==> src/rtl/fft_mag_stream_if.sv <==
// Sample/bin stream bundle between an FFT core and the magnitude estimator.
// The master drives complex samples in; the slave returns magnitude bins.
interface fft_mag_stream_if #(
    parameter int DWIDTH = 12,
    parameter int RWIDTH = 10
);
    logic                     ivalid;
    logic signed [DWIDTH-1:0] ire;
    logic signed [DWIDTH-1:0] iim;
    logic                     ilast;
    logic                     ovalid;
    logic [DWIDTH-1:0]        odata;
    logic [RWIDTH-1:0]        oaddr;
    logic                     olast;
    logic                     oerr;

    modport master (
        output ivalid, ire, iim, ilast,
        input  ovalid, odata, oaddr, olast, oerr
    );

    modport slave (
        input  ivalid, ire, iim, ilast,
        output ovalid, odata, oaddr, olast, oerr
    );
endinterface

==> src/rtl/fft_mag_stream.sv <==
// Streaming alpha-max/beta-min magnitude estimator for FFT output with bin
// numbering, half-spectrum selection and frame-length checking.
module fft_mag_stream #(
    parameter int DWIDTH   = 12,
    parameter int RWIDTH   = 10,
    parameter int FRAMELEN = 1024,
    parameter int HALF     = 1
) (
    input logic              clock,
    input logic              reset_n,
    fft_mag_stream_if.slave  bus
);
    localparam logic [RWIDTH-1:0] LAST_BIN      = RWIDTH'(FRAMELEN - 1);
    localparam logic [RWIDTH-1:0] HALF_LAST_BIN = RWIDTH'(FRAMELEN / 2 - 1);

    logic [RWIDTH-1:0] cnt_reg, cnt_next;
    logic              at_end, frame_err, in_range, emit_last;

    always_comb begin
        at_end    = (cnt_reg == LAST_BIN);
        frame_err = bus.ivalid && (bus.ilast != at_end);
        cnt_next  = cnt_reg;
        if (bus.ivalid) begin
            cnt_next = (bus.ilast || at_end) ? '0 : cnt_reg + 1'b1;
        end
    end

    // In half mode the upper bins never leave the block, so a short frame
    // must close on its ilast sample or on the last lower-half bin.
    generate
        if (HALF != 0) begin : g_half
            assign in_range  = (cnt_reg <= HALF_LAST_BIN);
            assign emit_last = bus.ilast || (cnt_reg == HALF_LAST_BIN);
        end else begin : g_full
            assign in_range  = 1'b1;
            assign emit_last = bus.ilast || at_end;
        end
    endgenerate

    // Two's-complement magnitude fits DWIDTH unsigned bits, including -2^(DWIDTH-1).
    logic [1:0][DWIDTH-1:0] abs_next;
    for (genvar gi = 0; gi < 2; gi++) begin : g_abs
        logic [DWIDTH-1:0] comp;
        assign comp         = (gi == 0) ? bus.ire : bus.iim;
        assign abs_next[gi] = comp[DWIDTH-1] ? (~comp + 1'b1) : comp;
    end

    // S1: absolute values
    logic [1:0][DWIDTH-1:0] s1_abs_reg;
    logic [RWIDTH-1:0]      s1_addr_reg;
    logic                   s1_valid_reg, s1_last_reg, oerr_reg;

    always_ff @(posedge clock or negedge reset_n) begin
        if (!reset_n) begin
            cnt_reg      <= '0;
            s1_valid_reg <= 1'b0;
            s1_last_reg  <= 1'b0;
            s1_abs_reg   <= '0;
            s1_addr_reg  <= '0;
            oerr_reg     <= 1'b0;
        end else begin
            cnt_reg      <= cnt_next;
            s1_valid_reg <= bus.ivalid && in_range;
            oerr_reg     <= frame_err;
            if (bus.ivalid) begin
                s1_abs_reg  <= abs_next;
                s1_addr_reg <= cnt_reg;
                s1_last_reg <= emit_last;
            end
        end
    end

    // S2: max/min sort
    logic [DWIDTH-1:0] s2_max_reg, s2_min_reg, max_next, min_next;
    logic [RWIDTH-1:0] s2_addr_reg;
    logic              s2_valid_reg, s2_last_reg;

    always_comb begin
        max_next = s1_abs_reg[0];
        min_next = s1_abs_reg[1];
        if (s1_abs_reg[1] > s1_abs_reg[0]) begin
            max_next = s1_abs_reg[1];
            min_next = s1_abs_reg[0];
        end
    end

    always_ff @(posedge clock or negedge reset_n) begin
        if (!reset_n) begin
            s2_valid_reg <= 1'b0;
            s2_last_reg  <= 1'b0;
            s2_max_reg   <= '0;
            s2_min_reg   <= '0;
            s2_addr_reg  <= '0;
        end else begin
            s2_valid_reg <= s1_valid_reg;
            if (s1_valid_reg) begin
                s2_max_reg  <= max_next;
                s2_min_reg  <= min_next;
                s2_addr_reg <= s1_addr_reg;
                s2_last_reg <= s1_last_reg;
            end
        end
    end

    // S3: mx + 3/8 mn peaks at 1.375 * 2^(DWIDTH-1), so DWIDTH bits never wrap.
    logic [DWIDTH-1:0] mag_next, odata_reg;
    logic [RWIDTH-1:0] oaddr_reg;
    logic              ovalid_reg, olast_reg;

    assign mag_next = s2_max_reg + (s2_min_reg >> 2) + (s2_min_reg >> 3);

    always_ff @(posedge clock or negedge reset_n) begin
        if (!reset_n) begin
            ovalid_reg <= 1'b0;
            olast_reg  <= 1'b0;
            odata_reg  <= '0;
            oaddr_reg  <= '0;
        end else begin
            ovalid_reg <= s2_valid_reg;
            olast_reg  <= s2_valid_reg && s2_last_reg;
            if (s2_valid_reg) begin
                odata_reg <= mag_next;
                oaddr_reg <= s2_addr_reg;
            end
        end
    end

    assign bus.ovalid = ovalid_reg;
    assign bus.odata  = odata_reg;
    assign bus.oaddr  = oaddr_reg;
    assign bus.olast  = olast_reg;
    assign bus.oerr   = oerr_reg;
endmodule

==> src/flat_wrapper.sv <==
// flat-port wrapper written by rule: the top's interface ports become plain ports
module fft_mag_stream_flat 
#(
    parameter int DWIDTH   = 12,
    parameter int RWIDTH   = 10,
    parameter int FRAMELEN = 1024,
    parameter int HALF     = 1
)
  (clock, reset_n, bus_ivalid, bus_ire, bus_iim, bus_ilast, bus_ovalid, bus_odata, bus_oaddr, bus_olast, bus_oerr);
  fft_mag_stream_if #(.DWIDTH(DWIDTH), .RWIDTH(RWIDTH)) bus_i ();
  input logic clock;
  input logic reset_n;
  input wire logic [$bits(bus_i.ivalid)-1:0] bus_ivalid;
  input wire logic [$bits(bus_i.ire)-1:0] bus_ire;
  input wire logic [$bits(bus_i.iim)-1:0] bus_iim;
  input wire logic [$bits(bus_i.ilast)-1:0] bus_ilast;
  output wire logic [$bits(bus_i.ovalid)-1:0] bus_ovalid;
  output wire logic [$bits(bus_i.odata)-1:0] bus_odata;
  output wire logic [$bits(bus_i.oaddr)-1:0] bus_oaddr;
  output wire logic [$bits(bus_i.olast)-1:0] bus_olast;
  output wire logic [$bits(bus_i.oerr)-1:0] bus_oerr;
  assign bus_i.ivalid = bus_ivalid;
  assign bus_i.ire = bus_ire;
  assign bus_i.iim = bus_iim;
  assign bus_i.ilast = bus_ilast;
  assign bus_ovalid = bus_i.ovalid;
  assign bus_odata = bus_i.odata;
  assign bus_oaddr = bus_i.oaddr;
  assign bus_olast = bus_i.olast;
  assign bus_oerr = bus_i.oerr;
  fft_mag_stream #(.DWIDTH(DWIDTH), .RWIDTH(RWIDTH), .FRAMELEN(FRAMELEN), .HALF(HALF)) u_core (.clock(clock), .reset_n(reset_n), .bus(bus_i));
endmodule
==> config.mk <==
export PLATFORM = sky130hd
export DESIGN_NAME = fft_mag_stream_flat
export DESIGN_NICKNAME = d
export VERILOG_FILES = /design/src/rtl/fft_mag_stream_if.sv /design/src/rtl/fft_mag_stream.sv /design/src/flat_wrapper.sv
export SDC_FILE = /design/constraint.sdc
export NUM_CORES = 1
export LEC_CHECK = 0
export BUFFER_PORTS_ARGS = -buffer_cell sky130_fd_sc_hd__buf_2
export CAP_MARGIN = 0
export CELL_PAD_IN_SITES_DETAIL_PLACEMENT = 0
export CELL_PAD_IN_SITES_GLOBAL_PLACEMENT = 2
export CORE_UTILIZATION = 39
export DETAILED_ROUTE_END_ITERATION = 8
export PLACE_DENSITY = 0.89
export SETUP_SLACK_MARGIN = 0.3
export SYNTH_ARGS = -nofsm -noshare
export SYNTH_HDL_FRONTEND = slang
export SYNTH_SLANG_ARGS = --single-unit
==> constraint.sdc <==
create_clock -name clock -period 3 [get_ports clock]
set_input_delay 0.9 -clock clock [delete_from_list [all_inputs] [get_ports clock]]
set_output_delay 0.9 -clock clock [all_outputs]
set_load 0.02 [all_outputs]
After elaboration in Yosys (flattened, before gate mapping)
Cells that the tools add are included.
{ "classes": {"n_mux": 5, "bitwise": 2, "multipliers": 0, "add_sub_neg": 5, "n_div": 0, "eq_ne": 3, "reduce_logical": 5, "shift": 0, "magnitude_cmp": 2} }
{ "ops": {"columns": ["cell", "n"], "rows": [
  ["12-bit 2-to-1 mux", 4],
  ["12-bit by 1-bit adder with 12-bit output, second input constant", 2],
  ["12-bit NOT", 2],
  ["12-bit by 10-bit adder with 12-bit output", 1],
  ["12-bit by 9-bit adder with 12-bit output", 1],
  ["12-bit > comparator", 1],
  ["10-bit by 1-bit adder with 10-bit output, second input constant", 1],
  ["10-bit == test, second input constant", 1],
  ["10-bit by 9-bit == test with 1-bit output, second input constant", 1],
  ["10-bit by 9-bit less-or-equal comparator with 1-bit output, second input constant", 1],
  ["10-bit 2-to-1 mux", 1],
  ["1-bit logical AND", 3],
  ["1-bit logical OR", 2],
  ["1-bit != test", 1]
]} }
{ "word_totals": {"latchBits": 0, "word_cells": 38, "n_memories": 0, "ram_bits": 0, "ff_bits": 107, "mem_bits_ro": 0, "out_inout_bits": 25} }

Depth between registers and ports, before layout
Gate-level depths: netlist of run 1.
{ "logic_depth": {"ltp_word": 3, "depth_mapped": 10, "ltp_nobuf": 10} }

Least setup slack after synthesis of run 1
Ideal clock, no wire load.
{ "synth_timing": {"kind": "flip-flop to flip-flop", "from": "register u_core.s2_min_reg[4]", "to": "register u_core.odata_reg[11] (netlist: u_core.bus.odata[11])", "setup_ns": 0.067, "arrival_time_ns": 2.655, "slack_ns": 0.277, "period_less_slack_ns": 2.723, "stages_incl_launch_ff": 9, "path_cell_list": "dfrtp_1 > fa_1 > ha_1 > fa_1 > a211o_1 > a21oi_1 > o21ai_0 > a2111oi_0 > a311o_1"} }
{ "synth_via": {"elab_chain_len": 2} }
{ "synth_lines": {"columns": ["element", "line_no", "source"], "rows": [
  ["start, declared", "fft_mag_stream.sv:74", "logic [DWIDTH-1:0] s2_max_reg, s2_min_reg, max_next, min_next;"],
  ["start signal, assigned", "fft_mag_stream.sv:98", "s2_min_reg <= min_next;"],
  ["12-bit by 10-bit adder with 12-bit output", "fft_mag_stream.sv:110", "assign mag_next = s2_max_reg + (s2_min_reg >> 2) + (s2_min_reg >> 3);"],
  ["12-bit by 9-bit adder with 12-bit output *", "fft_mag_stream.sv:110", null],
  ["end signal, assigned", "fft_mag_stream.sv:122", "odata_reg <= mag_next;"],
  ["end, declared", "fft_mag_stream.sv:106", "logic [DWIDTH-1:0] mag_next, odata_reg;"]
]} }
Every way passes the cells marked *; elsewhere a longest branch is shown, timed or not.
A chain may end at the register's enable or synchronous reset.

Worst setup path after layout of run 1
{ "layout_timing": {"from": "register u_core.s2_min_reg[3]", "to": "register u_core.odata_reg[11] (netlist: u_core.bus.odata[11])"} }
Same word-level chain as after synthesis.

==> results of run 1 <==
synthesized netlist by cell type, types with 4 or more instances:
master,count
fa_1,10
a21oi_1,27
a2111oi_1,5
dfrtp_1,105
a21o_1,5
nand3_1,8
clkbuf_1,24
nor3_1,5
buf_2,6
a211o_1,4
ha_1,27
a2111oi_0,14
inv_1,34
buf_1,5
o21ai_0,18
xnor2_1,9
a31oi_1,25
o31ai_1,6
nand4_1,6
mux2i_1,4
mux2_2,41
nand2_1,45
nor2_1,57
nand3b_1,4
xor2_1,17
nor2b_1,26
and4_1,22
worst max path at each step:
stage	cells past startpoint	endpoint	slack [ps]	startpoint
floorplan	8	u_core.bus.odata[11]	330	u_core.s2_min_reg[4]
global placement	8	u_core.bus.odata[11]	190	u_core.s2_min_reg[3]
detailed placement	8	u_core.bus.odata[11]	130	u_core.s2_min_reg[4]
CTS	8	u_core.bus.odata[11]	300	u_core.s2_min_reg[4]
global route	8	u_core.bus.odata[11]	240	u_core.s2_min_reg[3]
finish	8	u_core.bus.odata[11]	350	u_core.s2_min_reg[3]
through the flow:
step / setup slack (ps) / cells / hold WS (ps)
after floorplan: 332 / 597 / 352
after global placement: 191 / 810 / 461
after detailed placement: 135 / 810 / 466
after CTS: 304 / 826 / 483
after global routing: 242 / 827 / 514
final: 347 / 827 / 475
kinds of logic after synthesis:
| family | Yosys count | synth area share (%) |
|---|---|---|
| and+or+nand+nor | 189 | 16.4 |
| AOI/OAI and AO/OA | 126 | 14.4 |
| DFF | 105 | 43.6 |
| buffers and inverters | 69 | 4.43 |
| muxes | 45 | 8.34 |
| adders and majority gates | 37 | 8.94 |
| xor gates and xnor gates | 26 | 3.78 |
cells in the final DEF, fill, tap and decap left out, types with 7 or more instances in the layout:
cell	count
a2111oi_0	13
a21oi_1	25
a31oi_1	25
and4_1	22
buf_2	51
buf_4	7
clkbuf_16	9
dfrtp_1	105
fa_1	9
ha_1	26
inv_1	34
mux2_2	41
nand2_1	45
nand3_1	8
nor2_1	57
nor2b_1	26
o21ai_0	17
xnor2_1	9
xor2_1	17
layer usage:
| metal | routed length [um] | part of all wire [%] | track usage (%) | vias to the layer above |
|---|---|---|---|---|
| li1 | - | - | - | 2217 |
| met3 | 578 | 4.4 | 4.55 | 10 |
| met1 | 6670 | 51 | 25.4 | 2178 |
| met4 | 170 | 1.3 | 4.89 | 0 |
| met5 | 0 | 0 | 0 | - |
| met2 | 5740 | 44 | 26.7 | 99 |
where the power goes:
group          leakage, uW  switching (uW)  internal (uW)
combinational      0.00165            1370           1160
clock             0.000136             569            597
sequential         0.00129             212           1680
worst reg2reg max path: cells and delay by family, from the launching register on:
family	cells	cell delay (ps)
adder cells (fa/ha/maj)	3	1050
AO/OA/AOI/OAI	5	1060
flip-flops	1	420
final cells by class:
cell class                 instances  area (um^2)
inverter                          34          128
tap                              188          235
clock buffer                      10          239
timing repair buffer              61          368
clock inverter                     6         50.0
fill                            1439         8350
sequential                       105         2630
multi-input combinational        423         3150
what timing repair did:
action                     in CTS  in global routing
setup buffers                   0                  1
pin swaps                       1                  4
setup endpoints to repair       3                  7
cloned                          0                  0
resized for setup               5                  2
==> results.sh, run 1 <==
export IMPL_largest_reg_flops=24
export IMPL_worst_path_buf_inv=0
export IMPL_hp_class="register to register"
export IMPL_tightest_slew_ps=1070
export IMPL_leakage_uw=0.00308
export IMPL_critical_path_arrival_ps=2890
export IMPL_holdPathStages=1
export IMPL_fin_tns_setup_ps=0
export IMPL_crit_type="register to register"
export IMPL_skew_ps=10.1
export IMPL_place_congestion=0.849
export IMPL_r2r_cells=8
export IMPL_syn2layout_area_growth_pct=12.9
export IMPL_die_h_um=126
export IMPL_synth_top_area_cell="dfrtp_1"
export IMPL_layout_nets=699
export IMPL_min_period_over_period_pct=88.4
export IMPL_grt_pass1_vias=4432
export IMPL_fmax_mhz=377
export IMPL_clkTransAtPathRegs_ps=70
export IMPL_start_util_pct=39.7
export IMPL_ant_nets=0
export IMPL_critPathTopFamily="compound AO/OA/AOI/OAI gates"
export IMPL_cts_hold_buffers=0
export IMPL_worstSkewPairLatency_ps=360
export IMPL_cts_max_level=3
export IMPL_die_w_um=126
export IMPL_utilization_pct=44.9
export IMPL_reg2reg_from="u_core.s2_min_reg[3]"
export IMPL_design_area_um2=6800
export IMPL_drv_slew=0
export IMPL_clkSinkCount=105
export IMPL_synth_nets=662
export IMPL_async_flop_share_pct=100
export IMPL_syn_area_per_cell_um2=10.1
export IMPL_min_from="u_core.bus.odata[4]"
export IMPL_cts_tree="built"
export IMPL_rrSetupSlack_ps=350
export IMPL_power_density_nw_per_um2=821
export IMPL_finalHoldViolations=0
export IMPL_vias=4504
export IMPL_dr_pass1_iters=4
export IMPL_synth_ff_latch_count=105
export IMPL_vdd_ir_drop_max_v=0.000372
export IMPL_core_um2=15100
export IMPL_synth_edff_count=0
export IMPL_worst_ep_required_time_ps=3240
export IMPL_reg2reg_to="u_core.bus.odata[11]"
export IMPL_cts_root_buf="clkbuf_16"
export IMPL_grt_remaining_overflow=0
export IMPL_maxCapViolations=0
export IMPL_dpl_instance_area_um2=6480
export IMPL_finalSetupViolCount=0
export IMPL_max_slew_margin_pct=28.7
export IMPL_antennaDiodeCount=0
export IMPL_io_pins=53
export IMPL_synthFlopType="dfrtp_1"
export IMPL_cp_max_fo=3
export IMPL_synth_area_um2=6020
export IMPL_via_per_inst=5.45
export IMPL_max_stage_delay_ps=480
export IMPL_synth_distinct_cells=52
export IMPL_rows=45
export IMPL_drc=0
export IMPL_postRouteWirelength_um=13200
export IMPL_path_cells="fa_1 -> ha_2 -> fa_2 -> a211o_1 -> a21oi_2 -> o21ai_2 -> a21o_1 -> a311o_1"
export IMPL_drive_gt1_share_pct=20.7
export IMPL_synthCells=597
export IMPL_die_area_um2=15900
export IMPL_clk_path_buf_depth=2
export IMPL_status="complete, no violations"
export IMPL_cp_slowest_cell="fa_1"
export IMPL_grt_total_usage_pct=17.8
export IMPL_synth_area_top_cells="dfrtp_1 44%, mux2_2 7.7%, ha_1 5.6%, nor2_1 3.6%, fa_1 3.3%"
export IMPL_hpwl_um=9300
export IMPL_yosysSeqAreaShare_pct=43.6
export IMPL_wl_per_cell_um=15.9
export IMPL_startpoint_type="register"
export IMPL_drt_initial_drc_count=225
export IMPL_grt_pass1_wl_um=22500
export IMPL_yosysWarnings=0
export IMPL_cp_end_kind="register"
export IMPL_total_power_uw=5580
export IMPL_rsz0062_at_grt="yes"
export IMPL_synth_top_area_share_pct=43.6
export IMPL_portBuffers=52
export IMPL_antenna_found_initial=0
export IMPL_hold_end="u_core.bus.odata[4]"
export IMPL_min_period_ps=2650
export IMPL_grt_max_degree=106
export IMPL_cts_buffers=9
No activity file was read; power rests on OpenSTA's default activity.
==> run 2, diff against run 1 <==
Settings changed: CELL_PAD_IN_SITES_GLOBAL_PLACEMENT 2 to 1, CORE_ASPECT_RATIO set to 1.5, CORE_UTILIZATION 39 to 47, GPL_ROUTABILITY_DRIVEN set to 0.
==> run 2 against run 1 <==
Against the previous run: critical endpoint unchanged; first-iteration DRC count is 17% higher; largest cell class unchanged; combinational power is 5% higher; setup slack worse by 50 ps; sequential power hardly changed; power is 1.9% higher; die area is 17% lower; routed wire length is 3.0% lower; register-to-register slack worse by 50 ps.
==> results.sh, run 2 (synthesis results as in run 1) <==
export IMPL_status="complete, no violations"
export IMPL_finalHoldViolations=0
export IMPL_skew_ps=7.64
export IMPL_syn2layout_area_growth_pct=12.8
export IMPL_io_pins=53
export IMPL_cts_root_buf="clkbuf_16"
export IMPL_cp_max_fo=3
export IMPL_leakage_uw=0.00311
export IMPL_largest_reg_flops=24
export IMPL_min_period_over_period_pct=90.1
export IMPL_via_per_inst=5.80
export IMPL_p_sw_uw=2180
export IMPL_dr_pass1_iters=4
export IMPL_antennaDiodeCount=0
export IMPL_die_w_um=94.4
export IMPL_fmax_mhz=370
export IMPL_grt_pass1_wl_um=21700
export IMPL_wl_per_cell_um=15.9
export IMPL_startpoint_type="register"
export IMPL_die_area_um2=13300
export IMPL_vdd_ir_drop_max_v=0.000396
export IMPL_hpwl_um=9120
export IMPL_drive_gt1_share_pct=21.4
export IMPL_tightest_slew_ps=1090
export IMPL_grt_total_usage_pct=20.7
export IMPL_worst_ep_required_time_ps=3230
export IMPL_worstSkewPairLatency_ps=350
export IMPL_die_h_um=141
export IMPL_combPwrFrac_pct=46.6
export IMPL_drc=0
export IMPL_core_um2=12500
export IMPL_clk_path_buf_depth=2
export IMPL_clkSinkCount=105
export IMPL_critPathTopFamily="adder cells"
export IMPL_pwr_share_clk_pct=20.1
export IMPL_cp_end_kind="register"
export IMPL_cp_slowest_cell="fa_1"
export IMPL_layout_nets=705
export IMPL_vias=4646
export IMPL_max_stage_delay_ps=550
export IMPL_ant_nets=0
export IMPL_antenna_found_initial=0
export IMPL_rsz0062_at_grt="yes"
export IMPL_crit_type="register to register"
export IMPL_grt_pass1_vias=4542
export IMPL_maxCapViolations=0
export IMPL_drt_initial_drc_count=264
export IMPL_cts_buffers=9
export IMPL_hp_class="register to register"
export IMPL_cts_tree="built"
export IMPL_grt_max_degree=50
export IMPL_rows=50
export IMPL_internal_power_uw=3500
export IMPL_start_util_pct=48.1
export IMPL_drv_slew=0
export IMPL_max_slew_margin_pct=27.0
export IMPL_grt_remaining_overflow=0
export IMPL_seqPwrFrac_pct=33.3
export IMPL_finalSetupViolCount=0
export IMPL_min_period_ps=2700
export IMPL_path_cells="fa_1 -> ha_4 -> fa_2 -> a211o_1 -> a21oi_2 -> o21ai_2 -> a21o_1 -> a311o_1"
export IMPL_postRouteWirelength_um=12800
export IMPL_portBuffers=52
export IMPL_utilization_pct=54.3
export IMPL_clkTransAtPathRegs_ps=70
export IMPL_final_common_cell="dfrtp_1"
export IMPL_final_cell_mix="105 x dfrtp_1, 57 x nor2_1, 51 x buf_2, 45 x nand2_1, 41 x mux2_2"
export IMPL_fin_tns_setup_ps=0
export IMPL_critical_path_arrival_ps=2930
export IMPL_cts_max_level=3
export IMPL_power_switching_share_pct=38.4
export IMPL_worst_path_buf_inv=0
export IMPL_cts_hold_buffers=0
export IMPL_power_density_nw_per_um2=838
==> run 2: cell types whose count changed in the layout (fill, tap and decap cells not counted), moves of 2 or more <==
cell,before,now
buf_12,3,1
buf_4,7,15
clkinvlp_4,2,0
inv_8,0,2
==> run 2: worst paths after layout <==
path	slack, ps	depth (start not counted)	from	to
worst max-delay path	300	8	u_core.s2_min_reg[3]	u_core.bus.odata[11]
worst min-delay path	490	2	u_core.bus.odata[0]	u_core.bus.odata[0]
worst max register to register	300	8	u_core.s2_min_reg[3]	u_core.bus.odata[11]
worst min register to register	490	2	u_core.bus.odata[0]	u_core.bus.odata[0]
max in group asynchronous	1690	2	reset_n	u_core.s1_valid_reg
min in group asynchronous	560	1	reset_n	u_core.bus.odata[5]
==> run 2: final cells by class <==
| class | instances | area, um^2 |
|---|---|---|
| Tap cell | 156 | 195 |
| Inverter | 34 | 128 |
| Multi-Input combinational cell | 423 | 3170 |
| Fill cell | 1117 | 5720 |
| Clock inverter | 6 | 57.6 |
| Timing Repair Buffer | 67 | 388 |
| Sequential cell | 105 | 2630 |
| Clock buffer | 10 | 229 |
==> run 2: worst reg2reg max path, stage by stage, from the launching register on <==
cell and delay (ps):
dfrtp_1 410, fa_1 550, ha_4 200, fa_2 340
a211o_1 330, a21oi_2 190, o21ai_2 110, a21o_1 170
a311o_1 300
==> run 2: power groups by stage <==
stage / clock network (uW) / registers [uW] / logic [uW]
after floorplan: 0 / 1980 / 1750
after detailed placement: 0 / 1930 / 2420
after global routing: 1230 / 1930 / 2960
final: 1140 / 1890 / 2650
after CTS: 1180 / 1900 / 2510
after global placement: 0 / 1910 / 2330
==> run 2: layer usage <==
layer	share of wire (%)	wire (um)	global-route usage [%]	vias to the layer above
met3	2.4	309	2.97	20
met5	0	0	0	-
met4	2.8	356	8.58	0
met1	44	5610	26.7	2299
li1	-	-	-	2236
met2	51	6480	34.6	91
==> run 2: timing repair <==
item | in CTS | in global routing
buffers inserted | 1 | 4
endpoints found under the hold margin | 0 | 0
gates resized for setup | 5 | 4
pin swaps | 3 | 7
setup endpoints to repair | 3 | 5
==> run 2: stage by stage <==
step	hold WS (ps)	std cells	power (uW)	instance area, um^2	worst slack [ps]
final	487	801	5690	6790	298
after CTS	488	797	5590	6740	308
after floorplan	352	597	3730	6020	332
after global placement	460	780	4240	6430	181
after detailed placement	470	780	4350	6430	90.4
after global routing	517	801	6120	6790	202
==> run 3, diff against run 2 <==
Settings changed: ABC_AREA set to 1, CORE_UTILIZATION 47 to 45, PLACE_DENSITY 0.89 to 0.9.
==> run 3 against run 2 <==
Against the previous run: setup slack gained 450 ps; largest power group unchanged; combinational power shrank 29%; non-clock buffer count shrank 8; sequential power shrank 4%; power shrank 15%; count of clock-buffer cells in the layout shrank 1; highest routed layer unchanged.
==> results.sh, run 3 <==
export IMPL_status="complete, no violations"
export IMPL_drc=0
export IMPL_clkTransAtPathRegs_ps=80
export IMPL_finalHoldViolations=0
export IMPL_clkSinkCount=105
export IMPL_startpoint_type="register"
export IMPL_drv_slew=0
export IMPL_core_um2=12600
export IMPL_power_density_nw_per_um2=743
export IMPL_die_area_um2=13500
export IMPL_final_common_cell="nand2_1"
export IMPL_synth_ff_latch_count=105
export IMPL_worstSkewPairLatency_ps=340
export IMPL_drt_initial_drc_count=231
export IMPL_maxCapViolations=0
export IMPL_utilization_pct=51.8
export IMPL_async_flop_share_pct=100
export IMPL_synthFlopType="dfrtp_1"
export IMPL_rows=50
export IMPL_grt_total_usage_pct=18.6
export IMPL_leakage_uw=0.00345
export IMPL_cp_max_fo=3
export IMPL_critical_path_arrival_ps=2530
export IMPL_yosys_cell_count_top_type="nand2_1"
export IMPL_wl_per_cell_um=12.2
export IMPL_post_place_ws_ps=679
export IMPL_antenna_found_initial=0
export IMPL_cts_max_level=3
export IMPL_die_h_um=142
export IMPL_ant_nets=0
export IMPL_synthTopCellsByCount="208 x nand2_1, 105 x dfrtp_1, 98 x inv_1, 83 x nand3_1, 61 x o21ai_0"
export IMPL_total_power_uw=4840
export IMPL_syn_area_per_cell_um2=7.95
export IMPL_cts_tree="built"
export IMPL_grt_pass1_vias=4545
export IMPL_finalSetupViolCount=0
export IMPL_cts_root_buf="clkbuf_16"
export IMPL_vias=4717
export IMPL_cp_slowest_cell="fa_1"
export IMPL_crit_type="register to register"
export IMPL_vdd_ir_drop_max_v=0.000345
export IMPL_cp_end_kind="register"
export IMPL_path_cells="fa_1 -> ha_1 -> fa_1 -> nand2_1 -> o21ai_2 -> inv_1 -> o21ai_1 -> nand2_1 -> nand2_1 -> o21ai_1"
export IMPL_synth_edff_count=0
export IMPL_io_pins=53
export IMPL_synth_area_um2=5850
export IMPL_tightest_slew_ps=788
export IMPL_drive_gt1_share_pct=11.6
export IMPL_skew_ps=6.81
export IMPL_postRouteWirelength_um=11500
export IMPL_critPathMostFrequentCell="nand2_1"
export IMPL_portBuffers=52
export IMPL_rsz0062_at_grt="no"
export IMPL_synth_top_area_cell="dfrtp_1"
export IMPL_syn2layout_area_growth_pct=11.5
export IMPL_nFillCells=1210
export IMPL_synth_area_top_cells="dfrtp_1 45%, nand2_1 13%, nand3_1 7.1%, inv_1 6.3%, ha_1 5.8%"
export IMPL_synth_top_area_share_pct=44.9
export IMPL_post_cts_buffers=0
export IMPL_via_per_inst=5.03
export IMPL_final_cell_mix="208 x nand2_1, 105 x dfrtp_1, 98 x inv_1, 83 x nand3_1, 61 x o21ai_0"
export IMPL_max_stage_delay_ps=490
export IMPL_cts_hold_buffers=0
export IMPL_synthCells=735
export IMPL_cts_resized=0
export IMPL_synth_nets=800
export IMPL_hp_class="register to register"
export IMPL_synth_distinct_cells=35
export IMPL_grt_max_degree=55
export IMPL_worst_path_buf_inv=1
export IMPL_max_slew_margin_pct=47.4
export IMPL_min_period_ps=2250
export IMPL_yosysSeqAreaShare_pct=44.9
export IMPL_hold_ws_ps=471
export IMPL_fin_ws_ps=749
export IMPL_start_util_pct=46.5
export IMPL_largest_reg_flops=24
export IMPL_hpwl_um=8980
export IMPL_min_period_over_period_pct=75.0
export IMPL_fin_tns_setup_ps=0
export IMPL_grt_pass1_wl_um=19900
export IMPL_layout_nets=842
export IMPL_critPathTopFamily="adder cells"
export IMPL_dr_pass1_iters=4
export IMPL_cts_buffers=9
export IMPL_clk_path_buf_depth=2
export IMPL_yosysWarnings=0
export IMPL_worst_ep_required_time_ps=3280
export IMPL_die_w_um=95.1
export IMPL_fmax_mhz=444
export IMPL_antennaDiodeCount=0
export IMPL_grt_remaining_overflow=0
## run 3: worst paths after layout
kind,start,end,slack [ps],depth (start not counted)
max,u_core.s2_min_reg[3],u_core.bus.odata[7],750,10
min,u_core.bus.oaddr[8],u_core.bus.oaddr[8],470,2
max reg2reg,u_core.s2_min_reg[3],u_core.bus.odata[7],750,10
min reg2reg,u_core.bus.oaddr[8],u_core.bus.oaddr[8],470,2
max in group asynchronous,reset_n,u_core.s2_max_reg[11],1740,2
min in group asynchronous,reset_n,u_core.bus.oaddr[9],600,1
## run 3: metrics by stage
stage | std cells | area [um^2]
CTS | 938 | 6520
finish | 938 | 6520
global placement | 922 | 6220
floorplan | 735 | 5850
detailed placement | 922 | 6220
global route | 938 | 6520
## run 3: cell families after synthesis
kind of cell,after synthesis,share of synthesized area [%]
DFF,105,44.9
xor gates and xnor gates,11,1.65
adders and majority gates,37,9.20
AOI/OAI and AO/OA,100,9.03
and+or+nand+nor,353,26.1
buffers and inverters,129,9.08
## run 3: tightest hold or removal path: cells and delay by family, from the launching register on
| kind | cells | cell delay (ps) |
|---|---|---|
| flops | 1 | 340 |
| simple gates | 2 | 90 |
## run 3: power by group
part	leakage, uW	switching [uW]	total [uW]	internal, uW
clock network	0.000143	557	1140	588
logic	0.00197	1180	1880	698
registers	0.00134	160	1810	1650
total	0.00345	1900	4840	2940
## run 3: layout make-up
cell class	count	area [um^2]	area share, %
Sequential cell	105	2630	40.3
Inverter	101	379	5.82
Timing Repair Buffer	59	328	5.03
Multi-Input combinational cell	501	2690	41.3
Tap cell	156	195	3.00
Clock inverter	7	72.6	1.11
Clock buffer	9	225	3.46
## run 3: per-layer routing
| metal | track usage [%] | wire, um | part of all wire (%) | up-vias |
|---|---|---|---|---|
| li1 | - | - | - | 2442 |
| met1 | 22.5 | 5050 | 44 | 2171 |
| met2 | 32.9 | 5810 | 51 | 86 |
| met3 | 2.47 | 307 | 2.7 | 18 |
| met4 | 7.58 | 302 | 2.6 | 0 |
| met5 | 0 | 0 | 0 | - |
